**src/rtl/bcd_frequency_entry.sv**
```systemverilog
// -----------------------------------------------------------------------------
// bcd_frequency_entry
//
// Four-digit BCD frequency entry with an edit cursor, plus a sequential
// BCD-to-binary converter (reverse double-dabble, one bit per clock).
//
// Parameters:
//   FREQUENCY_RANGE  exclusive upper bound of frequency_out (W = clog2 of it)
//   BLINK_DIV        clk cycles per cursor-blink half period
//
// Optional feature macro:
//   FREQ_ENTRY_BLINK_EN  when defined, the digit under the cursor blinks via
//                        digit_blank while idle. When undefined, digit_blank
//                        is tied to 0 and no blink counter exists.
//
// Ports:
//   clk            rising-edge clock
//   reset          synchronous, active-high reset
//   digit_sel      pulse: advance edit cursor (units -> tens -> ... -> units)
//   digit_inc      pulse: increment digit under cursor (9 wraps to 0)
//   digit_dec      pulse: decrement digit under cursor (0 wraps to 9)
//   commit         pulse: convert the edited value to binary
//   scale_step     pulse: advance scale_out modulo 4 (accepted in any state)
//   bcd_digits     edited value, [3:0] units .. [15:12] thousands
//   cursor         index of the digit under edit, 0 = units
//   digit_blank    per-digit blank mask for the display
//   frequency_out  last committed binary frequency (saturated)
//   freq_valid     one-cycle pulse when frequency_out updates
//   range_err      last commit was out of range and saturated
//   busy           conversion in progress
//   scale_out      scale selection
// -----------------------------------------------------------------------------
module bcd_frequency_entry #(
   parameter int FREQUENCY_RANGE = 8192,
   parameter int BLINK_DIV       = 25000000,
   localparam int W              = $clog2(FREQUENCY_RANGE)
) (
   input  logic         clk,
   input  logic         reset,
   input  logic         digit_sel,
   input  logic         digit_inc,
   input  logic         digit_dec,
   input  logic         commit,
   input  logic         scale_step,
   output logic [15:0]  bcd_digits,
   output logic [1:0]   cursor,
   output logic [3:0]   digit_blank,
   output logic [W-1:0] frequency_out,
   output logic         freq_valid,
   output logic         range_err,
   output logic         busy,
   output logic [1:0]   scale_out
);

   // Elaboration-time parameter sanity checks.
   if (FREQUENCY_RANGE < 2) begin : g_bad_range
      $error("FREQUENCY_RANGE must be at least 2");
   end
   if (BLINK_DIV < 1) begin : g_bad_blink
      $error("BLINK_DIV must be at least 1");
   end

   typedef enum logic [1:0] {
      S_IDLE    = 2'd0,
      S_CONVERT = 2'd1,
      S_CHECK   = 2'd2
   } state_t;

   // 16 BCD bits shifted into 14 binary bits: 14 shift cycles.
   localparam logic [3:0] NUM_SHIFTS = 4'd14;

   state_t        state_q, state_d;
   logic [29:0]   shift_q;
   logic [3:0]    count_q;
   logic [15:0]   digits_q;
   logic [1:0]    cursor_q;
   logic [1:0]    scale_q;
   logic [W-1:0]  freq_q;
   logic          valid_q;
   logic          err_q;

   logic [3:0]    cur_digit;
   logic [3:0]    new_digit;
   logic [13:0]   result;

   // One reverse double-dabble step: shift right, then any BCD field that
   // now holds >= 8 received a bit worth 5 (half of 10) but weighted 8, so
   // subtract 3 to correct it.
   function automatic logic [29:0] dabble_step(input logic [29:0] r);
      logic [29:0] s;
      s = r >> 1;
      for (int i = 0; i < 4; i++) begin
         if (s[14 + 4*i +: 4] >= 4'd8)
            s[14 + 4*i +: 4] = s[14 + 4*i +: 4] - 4'd3;
      end
      return s;
   endfunction

   assign cur_digit = digits_q[{cursor_q, 2'b00} +: 4];
   assign new_digit = digit_inc ? ((cur_digit == 4'd9) ? 4'd0 : cur_digit + 4'd1)
                                : ((cur_digit == 4'd0) ? 4'd9 : cur_digit - 4'd1);
   assign result    = shift_q[13:0];

   // ---------------------------------------------------------------------------
   // FSM state register
   // ---------------------------------------------------------------------------
   // NOTE: sequential state is always assigned with non-blocking (<=) so every
   // register samples pre-edge values regardless of statement order.
   always_ff @(posedge clk) begin
      if (reset) state_q <= S_IDLE;
      else       state_q <= state_d;
   end

   // ---------------------------------------------------------------------------
   // FSM next-state and status outputs
   // ---------------------------------------------------------------------------
   // NOTE: every signal driven here gets a default first, so no path through
   // the case can leave it unassigned and infer a latch.
   always_comb begin
      state_d = state_q;
      busy    = 1'b1;
      case (state_q)
         S_IDLE: begin
            busy = 1'b0;
            if (commit) state_d = S_CONVERT;
         end
         S_CONVERT: begin
            if (count_q == 4'd1) state_d = S_CHECK;
         end
         S_CHECK: state_d = S_IDLE;
         default: state_d = S_IDLE;
      endcase
   end

   // ---------------------------------------------------------------------------
   // Edit registers, converter datapath and result registers
   // ---------------------------------------------------------------------------
   // NOTE: the datapath registers are reset too; they are few and narrow, and
   // it keeps the converter free of X state if it is ever observed early.
   always_ff @(posedge clk) begin
      if (reset) begin
         shift_q  <= '0;
         count_q  <= '0;
         digits_q <= '0;
         cursor_q <= '0;
         scale_q  <= '0;
         freq_q   <= '0;
         valid_q  <= 1'b0;
         err_q    <= 1'b0;
      end else begin
         valid_q <= 1'b0;
         scale_q <= scale_q + 2'(scale_step);
         case (state_q)
            S_IDLE: begin
               if (commit) begin
                  // Commit wins over any same-cycle edit: the pre-edit digits
                  // are converted and the edit is dropped.
                  shift_q <= {digits_q, 14'b0};
                  count_q <= NUM_SHIFTS;
               end else begin
                  // inc and dec together cancel out.
                  if (digit_inc ^ digit_dec)
                     digits_q[{cursor_q, 2'b00} +: 4] <= new_digit;
                  // Cursor moves after the digit at the old cursor is edited.
                  if (digit_sel)
                     cursor_q <= cursor_q + 2'd1;
               end
            end
            S_CONVERT: begin
               shift_q <= dabble_step(shift_q);
               count_q <= count_q - 4'd1;
            end
            S_CHECK: begin
               valid_q <= 1'b1;
               if (int'(result) >= FREQUENCY_RANGE) begin
                  freq_q <= W'(FREQUENCY_RANGE - 1);
                  err_q  <= 1'b1;
               end else begin
                  freq_q <= W'(result);
                  err_q  <= 1'b0;
               end
            end
            default: ;
         endcase
      end
   end

   assign bcd_digits    = digits_q;
   assign cursor        = cursor_q;
   assign frequency_out = freq_q;
   assign freq_valid    = valid_q;
   assign range_err     = err_q;
   assign scale_out     = scale_q;

   // ---------------------------------------------------------------------------
   // Cursor blink
   // ---------------------------------------------------------------------------
`ifdef FREQ_ENTRY_BLINK_EN
   localparam int CW = $clog2(BLINK_DIV + 1);

   logic [CW-1:0] blink_cnt_q;
   logic          blink_phase_q;

   always_ff @(posedge clk) begin
      if (reset) begin
         blink_cnt_q   <= '0;
         blink_phase_q <= 1'b0;
      end else if (blink_cnt_q == CW'(BLINK_DIV - 1)) begin
         blink_cnt_q   <= '0;
         blink_phase_q <= ~blink_phase_q;
      end else begin
         blink_cnt_q   <= blink_cnt_q + CW'(1);
      end
   end

   // Only the digit under edit blinks, and only while edits are accepted.
   assign digit_blank = (state_q == S_IDLE) ? (4'(blink_phase_q) << cursor_q) : 4'b0000;
`else
   assign digit_blank = 4'b0000;
`endif

endmodule

```
**config.mk**
```make
export PLATFORM = sky130hd
export DESIGN_NAME = bcd_frequency_entry
export DESIGN_NICKNAME = d
export VERILOG_FILES = /design/src/rtl/bcd_frequency_entry.sv
export SDC_FILE = /design/constraint.sdc
export NUM_CORES = 1
export LEC_CHECK = 0
export BUFFER_PORTS_ARGS = -buffer_cell sky130_fd_sc_hd__buf_2
export CAP_MARGIN = 5
export CELL_PAD_IN_SITES_DETAIL_PLACEMENT = 0
export CELL_PAD_IN_SITES_GLOBAL_PLACEMENT = 1
export CORE_MARGIN = 4
export CORE_UTILIZATION = 44
export CTS_CLUSTER_DIAMETER = 200
export DETAILED_ROUTE_END_ITERATION = 8
export PLACE_DENSITY_LB_ADDON = 0.2
export RECOVER_POWER = 50
export SLEW_MARGIN = 20
export SYNTH_ARGS = -nofsm -noshare
export SYNTH_HDL_FRONTEND = slang
export SYNTH_SLANG_ARGS = --single-unit
```
**constraint.sdc**
```tcl
create_clock -name clk -period 2.5 [get_ports clk]
set_input_delay 0.375 -clock clk [delete_from_list [all_inputs] [get_ports clk]]
set_output_delay 0.375 -clock clk [all_outputs]
set_load 0.02 [all_outputs]
```
After elaboration in Yosys (flattened, before gate mapping)
Cells that the tools add are included.

Register bits after elaboration: 71. Input bits: 7. Output and inout bits: 40. Word-level logic and storage cells: 61.

$add $sub $neg: 10. Order comparisons: 5. Equality and inequality tests: 6. Shift operators: 3. Multiplexer cells: 19. Bitwise logic cells: 2. Reduce and logical (&&, ||, !) cells: 7.

Operators by type and width (count): $pmux 30 s2 (1); $mux 4 (8); $mux 30 (1); $bwmux 16 (1); $shift 4x6->16 const A (1); $shiftx 16x5->4 (1); $shiftx 4x6->16 (1); $ge 14x14->1 const B (1); $mux 13 (1); $ge 4x4->1 const B (3); $sub 4x2->4 const B (3); $pmux 4 s2 (1); $sub 4x1->4 const B (2); $neg 4->6 (1); $reduce_and 3->1 (2); $add 4x1->4 const B (1); $eq 4x1->1 const B (1); $eq 4x4->1 const B (1); $ge 3x4->1 const B (1); $logic_not 4->1 (1); $mux 2 (2); $ne 2x2->1 const B (2); $pmux 2 s2 (1); $reduce_and 2->1 (2); 10 further kinds (12).

Depth between registers and ports, before layout
Depth after elaboration: 6. Mapped depth: 9. Mapped depth without buffers: 8.

Least setup slack after synthesis
Ideal clock, no wire load.

Kind: reg2reg. Start point: reg cursor_q[0] (netlist: cursor[0]). End point: reg digits_q[8] (netlist: bcd_digits[8]). Setup time: 65 ps. Arrival: 2283 ps. Setup slack: 152 ps. Stages on the path, launching flop included: 10. Buffers on the path: 1. Cell sequence: dfxtp_1 -> buf_6 -> mux4_2 -> inv_1 -> ha_1 -> inv_1 -> o31a_1 -> o22ai_1 -> a22oi_1 -> nor2_1.

Cells in the longest elaborated chain, start to end: 6. Elaborated cells between the ends (all ways): 12. Those cells by class: 3 x add/sub; 1 x eq/ne; 3 x shift; 4 x mux; 1 x reduce/logical.

Ends and longest elaborated chain: start: declaration (line 76) `logic [1:0] cursor_q;`; start signal: assignment (line 166) `cursor_q <= cursor_q + 2'd1;`; $shiftx 16x5->4 (line 99) `assign cur_digit = digits_q[{cursor_q, 2'b00} +: 4];`; $sub 4x1->4, or another cell as far along (line 101) `: ((cur_digit == 4'd0) ? 4'd9 : cur_digit - 4'd1);`; $mux 4 (on tied branches) (line 101, 100); $mux 4 (line 100) `assign new_digit = digit_inc ? ((cur_digit == 4'd9) ? 4'd0 : cur_digit + 4'd1)`; $shiftx 4x6->16 (line 163) `digits_q[{cursor_q, 2'b00} +: 4] <= new_digit;`; $bwmux 16 * (line 163); end signal: indexed assignment (line 163); end: declaration (line 75) `logic [15:0] digits_q;`.

Every way passes the cells marked *; elsewhere a longest branch is shown, timed or not. A chain may end at the register's enable or synchronous reset.

Worst setup path in the final report
Start point: reg cursor_q[0] (netlist: cursor[0]). End point: reg digits_q[4] (netlist: bcd_digits[4]).

Same word-level chain as after synthesis.

==> metrics <==
PD cells=601 nW/µm²; Int Pwr=1620 µW; Layout fillers=733; register area share after synthesis=0.429; count of input and output buffers=42; multi-input logic area=1690 µm²; Synth Area in Adders=0.0643; switching share of power=0.284; critical path class=register to register; Post-synth ARST share=0; register area=1420 µm²; status=completed; post-route ant nets=0; mapped cell area=3310 µm²; Worst-Margin Slew=1.10 ns; final hold violation count=0; Register-to-Register Path Depth=8; Max IR drop VDD=0.276 mV; post-route clock period utilization=0.920; GPL Wtd Cong=0.846; n_diodes=0; vias in the first global route=2,600; Die W=94.7 µm; largest net degree at the start of global routing=29; Max clock buf depth=2; worst clock skew=0.00563 ns; synthesized-area fraction occupied by xor and xnor cells=0.0238; Post-CTS Setup Inserts=0; setup TNS=0 ns; cells after synthesis=345; gr ovfl total=0; Peak Freq=0.435 GHz; I/O pins=47; Yosys reg bits=71; setup violators final=0; CTS Buf Count=9; Rows=31; # hold bufs at CTS=0; clk sink count=71; setup ws final=0.200 ns; clk slew on worst S/H paths=0.08 ns; Worst setup SP type=register; Post-CTS Resized=0; dpl hpwl=5700 µm; drt drc=0; drt first pass iters=4; critical path peak fanout=8; commonest non-fill, non-tap cells in the layout=70 x dfxtp_1, 56 x nor2_1, 37 x clkbuf_1, 19 x a211oi_1, 18 x inv_1; CORE AREA=7290 µm²; mux cell area share after synthesis=0.0435; Hold Worst Slack=0.319 ns; commonest non-fill, non-tap cell in the layout=dfxtp_1; leakage power=0.00137 µW; worst rel slew slack=0.265; Psw=642 µW; CP Data Arrival Time=2.57 ns; Final Routed Wirelength=8140 µm; Hold Crit Class=input pin to register; Die Ht=94.7 µm; CTS HTree Levels=3; Hold Path Depth=3; RSZ-0062 raised after global routing=false; clock share of power=0.355; pre-CTS WS=0.0817 ns; GRT Total Usage=0.195; Netlist cell types=48; Comb power frac=0.118; layout cells sized above 1=0.148; area delta synth->final=13.5%; main combinational cell family by area after synthesis=compound AO/OA/AOI/OAI gates; CTS tree=done; critical path capture point type=register; max-slew violation count=0; average cell area after synthesis=9.59 µm²; Starting DRT DRC Count=148; DR vias=2,771; Clock Latency Late Sink=0.34 ns; Compound-Gate Fraction of Synth Area=0.229; yosys warns=0; EDFF count, synth=0; die footprint=8970 µm²; Seq pwr share=0.528; nets=418; wire per inst=16.3 µm; first-pass GRT wire length=13,400 µm; simple logic cell fraction of the synthesized area=0.143; clock root cell=clkbuf_8; Max-Cap Viols=0; DR vias/cell=5.56; Main synth FF type=dfxtp_1; Critical Path RT=2.77 ns; antenna violations before repair=0; Initial Util=0.454; post-layout minimum cycle time=2.30 ns
cells by family (layout without fill, tap and decap cells):
family / count (synthesis) / count (layout)
muxes: 8 / 8
AOI/OAI and AO/OA: 98 / 98
xor gates and xnor gates: 9 / 9
DFF: 71 / 71
and+or+nand+nor: 99 / 99
adders and majority gates: 17 / 17
other: 1 / 4
buffers and inverters: 42 / 93
worst max-delay path, stage by stage (launching register included):
cell and delay, ns:
dfxtp_2 0.41, mux4_2 0.63, inv_1 0.09, ha_1 0.20, inv_1 0.11, o31a_1 0.32, o22ai_2 0.21, a22oi_1 0.12
nor2_1 0.13
power by group through the flow:
stage               sequential, µW  clock [µW]  combinational (µW)
detailed placement            1220           0                 268
CTS                           1190         831                 270
global placement              1220           0                 263
floorplan                     1220           0                 195
finish                        1190         801                 266
global route                  1200         885                 297
cell usage after synthesis, types with 5 or more instances:
cell type | number | share of area
nand3_1 | 6 | 0.0091
a21oi_1 | 14 | 0.021
inv_1 | 18 | 0.020
nand2_1 | 9 | 0.010
a32o_1 | 8 | 0.024
o22ai_1 | 6 | 0.011
a211oi_1 | 19 | 0.043
ha_1 | 17 | 0.064
a22oi_1 | 14 | 0.032
dfxtp_1 | 71 | 0.43
o21ai_0 | 6 | 0.0091
xnor2_1 | 7 | 0.019
nor3_1 | 5 | 0.0076
nor2_1 | 56 | 0.064
nor2b_1 | 5 | 0.0095
clkbuf_1 | 14 | 0.016
a22o_1 | 14 | 0.037
final cells by class:
type	count	share of cell area
Clock buffer	9	0.0330
Clock inverter	7	0.0127
Inverter	18	0.0180
Multi-Input combinational cell	235	0.450
Sequential cell	71	0.379
Tap cell	99	0.0330
Timing Repair Buffer	59	0.0749
sequential cells by signal (all words and copies together) (netlist names):
signal,count
freq_valid,1
frequency_out,13
range_err,1
shift_q,30
bcd_digits,16
scale_out,2
state_q,2
count_q,4
cursor,2
layer usage:
layer / track usage / part of all wire
met5: 0 / 0
met4: 0.0721 / 0.0077
met3: 0.0382 / 0.053
met2: 0.302 / 0.46
met1: 0.267 / 0.48
metrics by stage:
step | util | cell area [µm²] | cells | total power (µW)
2_1_floorplan | - | 3320 | 348 | 1410
3_3_place_gp | 0.498 | 3630 | 482 | 1480
3_5_place_dp | 0.498 | 3630 | 482 | 1490
4_1_cts | 0.522 | 3810 | 498 | 2290
5_1_grt | 0.515 | 3760 | 498 | 2380
6_report | 0.515 | 3760 | 498 | 2260
path summary, 6_finish.rpt:
path                            slack [ns]                          to                startpoint
worst max register to register        0.20  bcd_digits[4]$_SDFFE_PP0P_    cursor[0]$_SDFFE_PP0P_
worst max-delay path                  0.20  bcd_digits[4]$_SDFFE_PP0P_    cursor[0]$_SDFFE_PP0P_
worst min-delay path                  0.32      cursor[1]$_SDFFE_PP0P_                 digit_sel
worst min register to register        0.49    shift_q[13]$_SDFFE_PP0P_  shift_q[14]$_SDFFE_PP0P_
(Power assumes the default switching activity.)
